--- config.mk ---
export PLATFORM = sky130hd
export DESIGN_NAME = game_round_sequencer
export DESIGN_NICKNAME = d
export VERILOG_FILES = /design/src/rtl/game_round_sequencer.sv
export SDC_FILE = /design/constraint.sdc
export NUM_CORES = 1
export LEC_CHECK = 0
export CAP_MARGIN = 5
export CELL_PAD_IN_SITES_DETAIL_PLACEMENT = 1
export CELL_PAD_IN_SITES_GLOBAL_PLACEMENT = 2
export CORE_ASPECT_RATIO = 0.75
export CORE_UTILIZATION = 34
export DETAILED_ROUTE_END_ITERATION = 10
export PLACE_DENSITY_LB_ADDON = 0.3
export SYNTH_ARGS = -nofsm -noshare
export SYNTH_HDL_FRONTEND = slang
export SYNTH_SLANG_ARGS = --single-unit
--- constraint.sdc ---
create_clock -name Clock -period 6.29 [get_ports Clock]
set_input_delay 1.258 -clock Clock [delete_from_list [all_inputs] [get_ports Clock]]
set_output_delay 1.258 -clock Clock [all_outputs]
set_load 0.02 [all_outputs]
--- src/rtl/game_round_sequencer.sv ---
// Round controller for the number-guessing game: arms rounds, captures guesses,
// enforces the tick timeout, scores by distance and declares the match champion.
module game_round_sequencer #(
  parameter int SIZE            = 6,
  parameter int TICKS_PER_ROUND = 50,
  parameter int WIN_SCORE       = 3
) (
  input  logic            Clock,
  input  logic            Reset,
  input  logic            Start,
  input  logic            Tick,
  input  logic            Target_Valid,
  input  logic [SIZE-1:0] Target_Num,
  input  logic            First_Valid,
  input  logic [SIZE-1:0] First_Num,
  input  logic            Second_Valid,
  input  logic [SIZE-1:0] Second_Num,
  output logic [SIZE-1:0] Latched_Target,
  output logic [SIZE-1:0] Latched_First,
  output logic [SIZE-1:0] Latched_Second,
  output logic            Eval,
  output logic [1:0]      Round_Result,
  output logic            Round_Done,
  output logic [3:0]      Score_First,
  output logic [3:0]      Score_Second,
  output logic [7:0]      Round_Count,
  output logic            Match_Over,
  output logic [1:0]      Champion,
  output logic            Busy
);

  typedef enum logic [2:0] {
    IDLE, LOAD, COLLECT, EVAL, RESULT, DONE
  } state_t;

  state_t          state;
  logic [7:0]      tick_cnt;
  logic            got_first;
  logic            got_second;
  logic [SIZE-1:0] d_first;
  logic [SIZE-1:0] d_second;
  logic [1:0]      result;
  logic            timeout;

  assign timeout = Tick && (tick_cnt == 8'(TICKS_PER_ROUND - 1));

  // Larger minus smaller, so the distance never wraps.
  assign d_first  = (Latched_First >= Latched_Target) ?
                    Latched_First - Latched_Target :
                    Latched_Target - Latched_First;
  assign d_second = (Latched_Second >= Latched_Target) ?
                    Latched_Second - Latched_Target :
                    Latched_Target - Latched_Second;

  always_comb begin
    result = 2'b00;
    unique case ({got_first, got_second})
      2'b10: result = 2'b10;
      2'b01: result = 2'b01;
      2'b00: result = 2'b00;
      2'b11: begin
        if (d_first < d_second)      result = 2'b10;
        else if (d_second < d_first) result = 2'b01;
        else                         result = 2'b11;
      end
      default: result = 2'b00;
    endcase
  end

  always_ff @(posedge Clock) begin
    if (!Reset) begin
      state          <= IDLE;
      tick_cnt       <= '0;
      got_first      <= 1'b0;
      got_second     <= 1'b0;
      Latched_Target <= '0;
      Latched_First  <= '0;
      Latched_Second <= '0;
      Eval           <= 1'b0;
      Round_Result   <= 2'b00;
      Round_Done     <= 1'b0;
      Score_First    <= '0;
      Score_Second   <= '0;
      Round_Count    <= '0;
      Match_Over     <= 1'b0;
      Champion       <= 2'b00;
      Busy           <= 1'b0;
    end else begin
      Eval       <= 1'b0;
      Round_Done <= 1'b0;
      unique case (state)
        IDLE: begin
          if (Start) begin
            Score_First  <= '0;
            Score_Second <= '0;
            Round_Count  <= '0;
            Busy         <= 1'b1;
            state        <= LOAD;
          end
        end
        LOAD: begin
          if (Target_Valid) begin
            Latched_Target <= Target_Num;
            tick_cnt       <= '0;
            got_first      <= 1'b0;
            got_second     <= 1'b0;
            state          <= COLLECT;
          end
        end
        COLLECT: begin
          if (First_Valid && !got_first) begin
            Latched_First <= First_Num;
            got_first     <= 1'b1;
          end
          if (Second_Valid && !got_second) begin
            Latched_Second <= Second_Num;
            got_second     <= 1'b1;
          end
          if (Tick)
            tick_cnt <= tick_cnt + 8'd1;
          if ((got_first && got_second) || timeout) begin
            Eval  <= 1'b1;
            state <= EVAL;
          end
        end
        EVAL: begin
          Round_Result <= result;
          if (result == 2'b10)
            Score_First <= Score_First + 4'd1;
          if (result == 2'b01)
            Score_Second <= Score_Second + 4'd1;
          if (Round_Count != 8'hFF)
            Round_Count <= Round_Count + 8'd1;
          Round_Done <= 1'b1;
          state      <= RESULT;
        end
        RESULT: begin
          if (Score_First == 4'(WIN_SCORE)) begin
            Champion   <= 2'b10;
            Match_Over <= 1'b1;
            Busy       <= 1'b0;
            state      <= DONE;
          end else if (Score_Second == 4'(WIN_SCORE)) begin
            Champion   <= 2'b01;
            Match_Over <= 1'b1;
            Busy       <= 1'b0;
            state      <= DONE;
          end else begin
            state <= LOAD;
          end
        end
        DONE: begin
          if (Start) begin
            Score_First  <= '0;
            Score_Second <= '0;
            Round_Count  <= '0;
            Champion     <= 2'b00;
            Match_Over   <= 1'b0;
            Busy         <= 1'b1;
            state        <= LOAD;
          end
        end
        default: state <= IDLE;
      endcase
    end
  end

endmodule

# After elaboration in Yosys (flattened, before gate mapping)
# Index checks and enable logic that the tools add are counted.
# totals
reg_bits,55
input_bits,25
out_inout_bits,42
# op_classes
addsub,8
magnitude_cmp,4
eq_ne,25
mux,41
n_reduce_logical,27
# op_table
operator,count
2-to-1 mux 8 bit,4
case mux 8 bit (2 select lines),2
AND reduction 3 bit,9
subtractor 6 bit,4
inequality test 2 bit (second input constant),9
adder 8 x 1 -> 8 bit (second input constant),2
case mux 4 bit (2 select lines),2
2-to-1 mux 3 bit,5
case mux 3 bit (5 select lines),1
>= comparator 6 bit,2
less-than comparator 6 bit,2
2-to-1 mux 4 bit,3
2-to-1 mux 6 bit,2
2-to-1 mux 1 bit,11
2-to-1 mux 2 bit,5
adder 4 x 1 -> 4 bit (second input constant),2
== test 4 x 2 -> 1 bit (second input constant),2
== test 8 x 6 -> 1 bit (second input constant),1
inequality test 8 bit (second input constant),1
case mux 1 bit (2 select lines),4
case mux 2 bit (4 select lines),1
AND reduction 2 bit,4
nonzero test 2 bit,4
== test 2 bit (second input constant),3
13 further kinds,20

# Depth between registers and ports, before layout
# Gate-level depths: netlist of run 1.
# depth
ltp_word,9
ltp_mapped,17

# Worst setup path before layout of run 1
# OpenSTA, ideal clock, no wires.
# synth_timing
path_kind,register to register
startpoint,reg Latched_Target[1]
endpoint,reg Score_Second[2]
arrival_time_ns,3.912
t_required_ns,6.173
slack_ns,2.261
stages_incl_launch_ff,15
path_cell_list,dfxtp_1 > inv_1 > fa_1 > a21oi_1 > o2111ai_2 > nand2_2 > mux2_2 > and4b_1 > a311oi_1 > ha_1 > and4_1 > a221o_1 > a221oi_4 > o21ai_2 > a32o_1
# synth_via
elab_chain_len,9
elab_cells_between_ends,16
cone_classes,add/sub: 4; order compare: 4; eq/ne: 2; mux: 5; reduce/logical: 1
# synth_rtl
item,line,rtl
from (decl),18,"output logic [SIZE-1:0] Latched_Target,"
from (signal assigned),103,Latched_Target <= Target_Num;
"subtractor 6 bit, or another cell as far along",53,Latched_Target - Latched_Second;
"2-to-1 mux 6 bit, on equally long branches","51, 48",
less-than comparator 6 bit,63,else if (d_second < d_first) result = 2'b01;
2-to-1 mux 2 bit,63,
2-to-1 mux 2 bit (*),62,if (d_first < d_second) result = 2'b10;
case mux 2 bit (4 select lines) (*),57,"unique case ({got_first, got_second})"
== test 2 x 1 -> 1 bit (*),130,if (result == 2'b01)
inequality test 2 bit (no source line) (*),-,
AND reduction 3 bit (no source line) (*),-,
to (signal assigned),131,Score_Second <= Score_Second + 4'd1;
to (decl),25,"output logic [3:0] Score_Second,"
# Every way passes the cells marked *; elsewhere a longest branch is shown, timed or not.
# A chain may end at the register's enable or synchronous reset.

# Worst setup path after layout of run 1
# layout_timing
startpoint,reg Latched_Target[1]
endpoint,reg Score_Second[3]
# Same word-level chain as after synthesis.

==> results of run 1 <==
## layer usage
layer / GRT usage (%) / up-vias / part of all wire, %
met5: 0 / - / 0
met4: 3.601 / 0 / 0.60
met3: 3.329 / 7 / 3.9
met2: 27.98 / 53 / 40
met1: 30.16 / 1556 / 55
li1: - / 1621 / -
## where the power goes
group | switching (mW) | internal, mW | total [mW]
Combinational | 0.128 | 0.107 | 0.236
Clock | 0.136 | 0.201 | 0.337
Sequential | 0.0148 | 0.357 | 0.371
Total | 0.280 | 0.664 | 0.944
## worst register-to-register path, stage by stage (launching register included)
cell	delay, ns
dfxtp_1	0.51
inv_1	0.22
fa_1	0.49
nand3_1	0.10
nand2_1	0.12
o41ai_4	0.38
mux2i_1	0.30
nand2_1	0.11
o311ai_1	0.35
ha_1	0.31
and4_1	0.23
a221o_1	0.36
a221oi_4	0.41
nand2_1	0.09
a32o_1	0.27
## placed cells by master, fill, tap and decap left out, types with 6 or more instances in the layout
cell	instances
clkdlybuf4s50_1	66
nor2_1	59
dfxtp_1	55
inv_1	40
nand2_1	34
ha_1	33
mux2i_1	29
a21oi_1	26
o21ai_0	16
xor2_1	14
nand3_1	11
nand4_1	10
a21o_1	7
nand2b_1	7
nor2b_1	6
## sequential cells by signal (all words and copies together) (netlist names)
| signal | flops |
|---|---|
| Champion | 2 |
| Round_Result | 2 |
| Latched_Target | 6 |
| Latched_First | 6 |
| Match_Over | 1 |
| Busy | 1 |
| tick_cnt | 8 |
| Latched_Second | 6 |
| state | 3 |
| got_second | 1 |
| Score_First | 4 |
| Round_Count | 8 |
| got_first | 1 |
| Round_Done | 1 |
| Score_Second | 4 |
| Eval | 1 |
## through the flow
step	cell area, um^2	setup slack (ns)	hold slack, ns	total power [mW]	util [%]
after floorplan	3631	2.261	0.4479	0.5405	-
after global placement	4414	2.123	0.4656	0.6062	42.73
after detailed placement	4414	1.953	0.4711	0.6134	42.73
after CTS	4592	1.940	0.4877	0.9539	44.45
after global routing	4592	1.499	0.5189	0.9970	44.45
final	4592	1.929	0.4875	0.9440	44.45
## cells by family (layout without fill, tap and decap cells)
| logic type | after synthesis | in the layout | synth area share, % |
|---|---|---|---|
| simple gates | 152 | 152 | 20.12 |
| compound gates | 83 | 83 | 16.40 |
| flops | 55 | 55 | 30.32 |
| buf+inv | 52 | 116 | 5.754 |
| fa+ha+maj | 37 | 37 | 13.58 |
| mux | 33 | 33 | 9.235 |
| xor+xnor | 19 | 19 | 4.583 |
## final cells by class
type	instances	area [um^2]	area share, %
multi-input combinational	324	2321	50.55
sequential	55	1101	23.98
timing repair buffer	67	668.1	14.55
tap	136	170.2	3.706
inverter	41	153.9	3.352
clock buffer	6	138.9	3.025
clock inverter	2	38.79	0.8447
## worst max path at each step
stage | startpoint | end | cells past startpoint
6_report | Latched_Target[1] | Score_Second[3] | 14
5_1_grt | Latched_Target[1] | Score_Second[3] | 14
4_1_cts | Latched_Target[1] | Score_Second[3] | 14
3_5_place_dp | Latched_Target[1] | Score_Second[3] | 14
3_3_place_gp | Latched_Target[1] | Score_Second[3] | 14
2_1_floorplan | Latched_Target[1] | Score_Second[2] | 14
==> results.tsv, run 1 <==
stage	metric	value	unit
drt	vias	3237	
drt	drt_iter0_markers	110	
grt	grt_max_degree	35	
die	rows	32	
clock_tree	clk_latency	0.30	ns
drt	drc	0	
critical_path	crit_required	6.48	ns
clock_tree	path_clk_slew	0.07	ns
logic_synthesis	synth_top_cells_by_count	nor2_1, dfxtp_1, inv_1, nand2_1, ha_1	
critical_path	crit_chain	inv_1, fa_1, nand3_1, nand2_1, o41ai_4, mux2i_1, nand2_1, o311ai_1, ha_1, and4_1, a221o_1, a221oi_4, nand2_1, a32o_1	
die	coreArea	10330	um^2
die	num_io_pins	67	
clock_tree	htree_num_levels	2	
logic_synthesis	synth.distinct_cells	59	
finish	layout.nets	556	
critical_path	timing.rr.start	Latched_Target[1]	
place	place_inst	623	
logic_synthesis	syn-cell-area	3631	um^2
finish	drive_gt1_share	4.040	%
grt	grt_pass1_wl	16960	um
clock_tree	cts_setup_buffers	0	
drt	wl	10190	um
critical_path	crit_family	compound AO/OA/AOI/OAI gates	
drt	ant_nets	0	
grt	first_global_vias	3246	
logic_synthesis	yosysTopAreaCellShare	30.32	%
min_path	holdPathEnd	Round_Result[0]	
clock_tree	cts_sinks	55	
sta	fmax	0.2293	GHz
critical_path	reg2reg_slack	1.93	ns
die	die_h	91.50	um
run	cap_violations	0	
sta	hold_viol	0	
critical_path	crit_fanout	7	
sta	fin_skew	0.007241	ns
logic_synthesis	netlist_top_cells_area	dfxtp_1, ha_1, mux2i_1, nor2_1, inv_1	
sta	finalMaxSlewViolations	0	
logic_synthesis	ys_seq_elements	55	
critical_path	startpoint_type	flop	
logic_synthesis	synth_edf_count	0	
clock_tree	clockBufferDepth	2	
clock_tree	clockRootBuffer	clkbuf_16	
drt	wire_per_inst	16.15	um
grt	grt_overflow_total	0	
min_path	min_from	got_second	
place	gp_congestion	0.8729	
power	irDropWorstVdd	0.1131	mV
power	p_per_area	205.6	nW/um^2
sta	min_period_over_period	69.33	%
finish	area_growth	26.46	%
logic_synthesis	yosysSeqAreaShare	30.32	%
drt	viasPerCell	5.130	
critical_path	crit_path_max_incr_delay	0.51	ns
place	portBuffers	66	
die	die_x	121.3	um
finish	fill_cells	1264	
logic_synthesis	yosys.area.top_type	dfxtp_1	
grt	grt_usage	19.56	%
logic_synthesis	synthArstFlopShare	0	%
sta	period_needed	4.361	ns
min_path	hp-class	flop to flop	
sta	final.setup.tns	0	ns
sta	max_slew_margin	60.24	%
critical_path	worstPathArrival	4.55	ns
logic_synthesis	syn-num-nets	493	
place	dpl.hpwl	8006	um
finish	antenna_cells	0	
outcome	status	complete, no violations	
clock_tree	cts_tree	built	
power	p_leak	1.829	nW
critical_path	cpMostUsedCell	nand2_1	
clock_tree	ctsHoldBuffers	0	
logic_synthesis	synth.avg_cell_area	8.425	um^2
clock_tree	numCtsBuffers	5	
die	dieArea	11100	um^2
logic_synthesis	ys.flop_type	dfxtp_1	
logic_synthesis	yosys_warnings	0	
sta	worst_pin_slew	0.5902	ns
die	start_util	35.15	%
critical_path	slowest_stage	dfxtp_1	
critical_path	r2r-end	Score_Second[3]	
sta	finalSetupViolCount	0	
critical_path	crit_type	flop to flop	
critical_path	reg2regPathDepth	14	
logic_synthesis	synthCells	431	
finish	final_cells	631	
critical_path	worst-path-buf-inv	1	
sta	rsz0062_at_grt	false	
min_path	worstHoldPathCells	2	
drt	dr.pass1.iters	4	
grt	antenna_found_initial	0	
logic_synthesis	synth_most_common_cell	nor2_1	
clock_tree	ctsResizeCount	0	
critical_path	endpoint_kind	flop	
No activity file was read; power rests on OpenSTA's default activity.
==> inputs of run 2 (changes only) <==
--- a/config.mk
+++ b/config.mk
@@ -9,7 +9,7 @@
 export CELL_PAD_IN_SITES_DETAIL_PLACEMENT = 1
 export CELL_PAD_IN_SITES_GLOBAL_PLACEMENT = 2
 export CORE_ASPECT_RATIO = 0.75
-export CORE_UTILIZATION = 34
+export CORE_UTILIZATION = 31
 export DETAILED_ROUTE_END_ITERATION = 10
 export PLACE_DENSITY_LB_ADDON = 0.3
 export SYNTH_ARGS = -nofsm -noshare
==> constraint.sdc (replaced) <==
create_clock -name Clock -period 4.6 [get_ports Clock]
set_input_delay 0.92 -clock Clock [delete_from_list [all_inputs] [get_ports Clock]]
set_output_delay 0.92 -clock Clock [all_outputs]
set_load 0.02 [all_outputs]
==> run 2 against run 1 <==
Global-route usage down 1.1 points; largest power group unchanged; flip-flop and latch count unchanged; count of clock-buffer cells in the layout down 1.
==> results.tsv, run 2 (synthesis gave the netlist of run 1 again) <==
stage	metric	value	unit	change
die	coreArea	11150	um^2	was 10330 um^2
critical_path	r2r-end	Score_Second[3]		unchanged
sta	hold_viol	0		unchanged
critical_path	crit_fanout	6		was 7
sta	final.setup.tns	0	ns	unchanged
power	pwr-share-clk	34.9	%	was 35.7%
drt	vias	3255		was 3237
clock_tree	cts_setup_buffers	0		unchanged
critical_path	startpoint	Latched_Target[0]		was Latched_Target[1]
min_path	min_from	Busy		was got_second
grt	antenna_found_initial	0		unchanged
grt	grt.met2_usage	28.62	%	was 27.98%
place	gp_congestion	0.8276		was 0.8729
critical_path	endpoint_kind	flop		unchanged
finish	final_cells	636		was 631
drt	ant_nets	0		unchanged
power	p_leak	1.831	nW	was 1.829 nW
drt	wl	10510	um	was 10190 um
grt	grt_usage	18.44	%	was 19.56%
power	internal_power	0.8925	mW	was 0.6644 mW
power	power	1.278	mW	was 0.9440 mW
finish	fin_util	41.23	%	was 44.45%
critical_path	startpoint_type	flop		unchanged
outcome	status	complete, no violations		unchanged
die	rows	33		was 32
sta	finalSetupViolCount	0		unchanged
run	cap_violations	0		unchanged
sta	fin_skew	0.006832	ns	was 0.007241 ns
sta	finalMaxSlewViolations	0		unchanged
critical_path	crit_end	Score_Second[3]		unchanged
place	place_ws	0.2443	ns	was 1.953 ns
clock_tree	clockBufferDepth	2		unchanged
sta	setup_slack	0.3233	ns	was 1.929 ns
sta	min_period_over_period	92.97	%	was 69.33%
critical_path	crit_required	4.80	ns	was 6.48 ns
finish	reg_top3	Round_Count: 8 flops, tick_cnt: 8 flops		unchanged
finish	drive_gt1_share	4.435	%	was 4.040%
clock_tree	numCtsBuffers	5		unchanged
finish	fill_cells	1336		was 1264
place	place_area	4427	um^2	was 4414 um^2
power	p_per_area	278.0	nW/um^2	was 205.6 nW/um^2
clock_tree	ctsHoldBuffers	0		unchanged
finish	regArea	1102	um^2	was 1101 um^2
grt	grt_max_degree	34		was 35
critical_path	crit_type	flop to flop		unchanged
power	seqPwrFrac	39.6	%	was 39.3%
power	p_sw	0.3854	mW	was 0.2795 mW
die	start_util	32.57	%	was 35.15%
clock_tree	cts_tree	built		unchanged
finish	area_growth	26.60	%	was 26.46%
grt	use_met1	26.59	%	was 30.16%
finish	layout.nets	557		was 556
min_path	hp-class	flop to flop		unchanged
die	die_x	127.0	um	was 121.3 um
sta	worst_pin_slew	0.6284	ns	was 0.5902 ns
clock_tree	path_clk_slew	0.08	ns	was 0.07 ns
grt	busiest_layer	met2		was met1
drt	viasPerCell	5.118		was 5.130
power	irDropWorstVdd	0.1442	mV	was 0.1131 mV
grt	grt_use_met3	3.391	%	was 3.329%
clock_tree	clockRootBuffer	clkbuf_16		unchanged
die	die_h	95.73	um	was 91.50 um
place	portBuffers	66		unchanged
grt	grt_overflow_total	0		unchanged
clock_tree	cts_sinks	55		unchanged
power	combinationalPowerShare	25.4	%	was 25.0%
drt	drt_iter0_markers	155		was 110
drt	dr.pass1.iters	4		unchanged
critical_path	reg2regPathDepth	15		was 14
grt	first_global_vias	3324		was 3246
die	dieArea	12150	um^2	was 11100 um^2
sta	max_slew_margin	57.66	%	was 60.24%
finish	layout_common_cells	clkdlybuf4s50_1, nor2_1, dfxtp_1		unchanged
grt	grt_pass1_wl	17250	um	was 16960 um
drt	drc	0		unchanged
sta	period_needed	4.277	ns	was 4.361 ns
clock_tree	clk_latency	0.30	ns	about the same
finish	multi_input_area	2321	um^2	unchanged
clock_tree	htree_num_levels	2		unchanged
critical_path	reg2reg_slack	0.32	ns	was 1.93 ns
die	num_io_pins	67		unchanged
drt	wire_per_inst	16.53	um	was 16.15 um
critical_path	worstPathArrival	4.47	ns	was 4.55 ns
sta	fmax	0.2338	GHz	was 0.2293 GHz
finish	fin_area	4597	um^2	was 4592 um^2
finish	antenna_cells	0		unchanged
place	dpl.hpwl	8191	um	was 8006 um
sta	rsz0062_at_grt	false		unchanged
power	switching_share	30.16	%	was 29.61%
sta	hold_ws	0.4722	ns	was 0.4875 ns
place	place_inst	628		was 623
finish	final_common_cell	clkdlybuf4s50_1		unchanged
critical_path	timing.rr.start	Latched_Target[0]		was Latched_Target[1]
run 2: power groups by stage:
| stage | combinational [mW] | sequential (mW) | clock (mW) |
|---|---|---|---|
| detailed placement | 0.321 | 0.518 | 0 |
| CTS | 0.324 | 0.507 | 0.458 |
| floorplan | 0.218 | 0.521 | 0 |
| global route | 0.361 | 0.510 | 0.482 |
| finish | 0.325 | 0.507 | 0.447 |
| global placement | 0.313 | 0.517 | 0 |
run 2: worst max-delay path: stages (launching register included):
cell and delay, ns:
dfxtp_1 0.45, ha_1 0.23, inv_1 0.07, fa_1 0.41, a21oi_1 0.19, o2111ai_2 0.15, nand2_2 0.18, mux2_2 0.36
and4b_1 0.19, a311oi_1 0.29, ha_1 0.30, and4_1 0.22, a221o_1 0.36, a221oi_4 0.38, nand2_1 0.12, a32o_1 0.27
run 2: how the worst min path moves through the flow:
| stage | to | slack, ns | cells past startpoint |
|---|---|---|---|
| final | Busy | 0.47 | 1 |
| after global routing | Busy | 0.51 | 1 |
| after CTS | Round_Result[0] | 0.47 | 2 |
| after detailed placement | Round_Result[0] | 0.46 | 2 |
| after global placement | Score_First[3] | 0.46 | 2 |
| after floorplan | Round_Result[0] | 0.45 | 2 |
run 2: metal layers:
layer | share of wire (%) | up-vias
met1 | 54 | 1559
li1 | - | 1624
met3 | 3.5 | 8
met2 | 41 | 64
met4 | 0.68 | 0
met5 | 0 | -
run 2: area by class of cell:
type / count / area share [%]
well taps: 140 / 3.811
flip-flops and latches: 55 / 23.98
inverters: 41 / 3.348
multi-input cells: 324 / 50.49
clock buffers: 5 / 2.722
clock inverters: 3 / 0.9526
repair buffers: 68 / 14.70
run 2: what timing repair did:
item / CTS / global route
hold endpoints to repair: 0 / 0
setup endpoints to repair: 0 / 3
gates resized for setup: 0 / 1
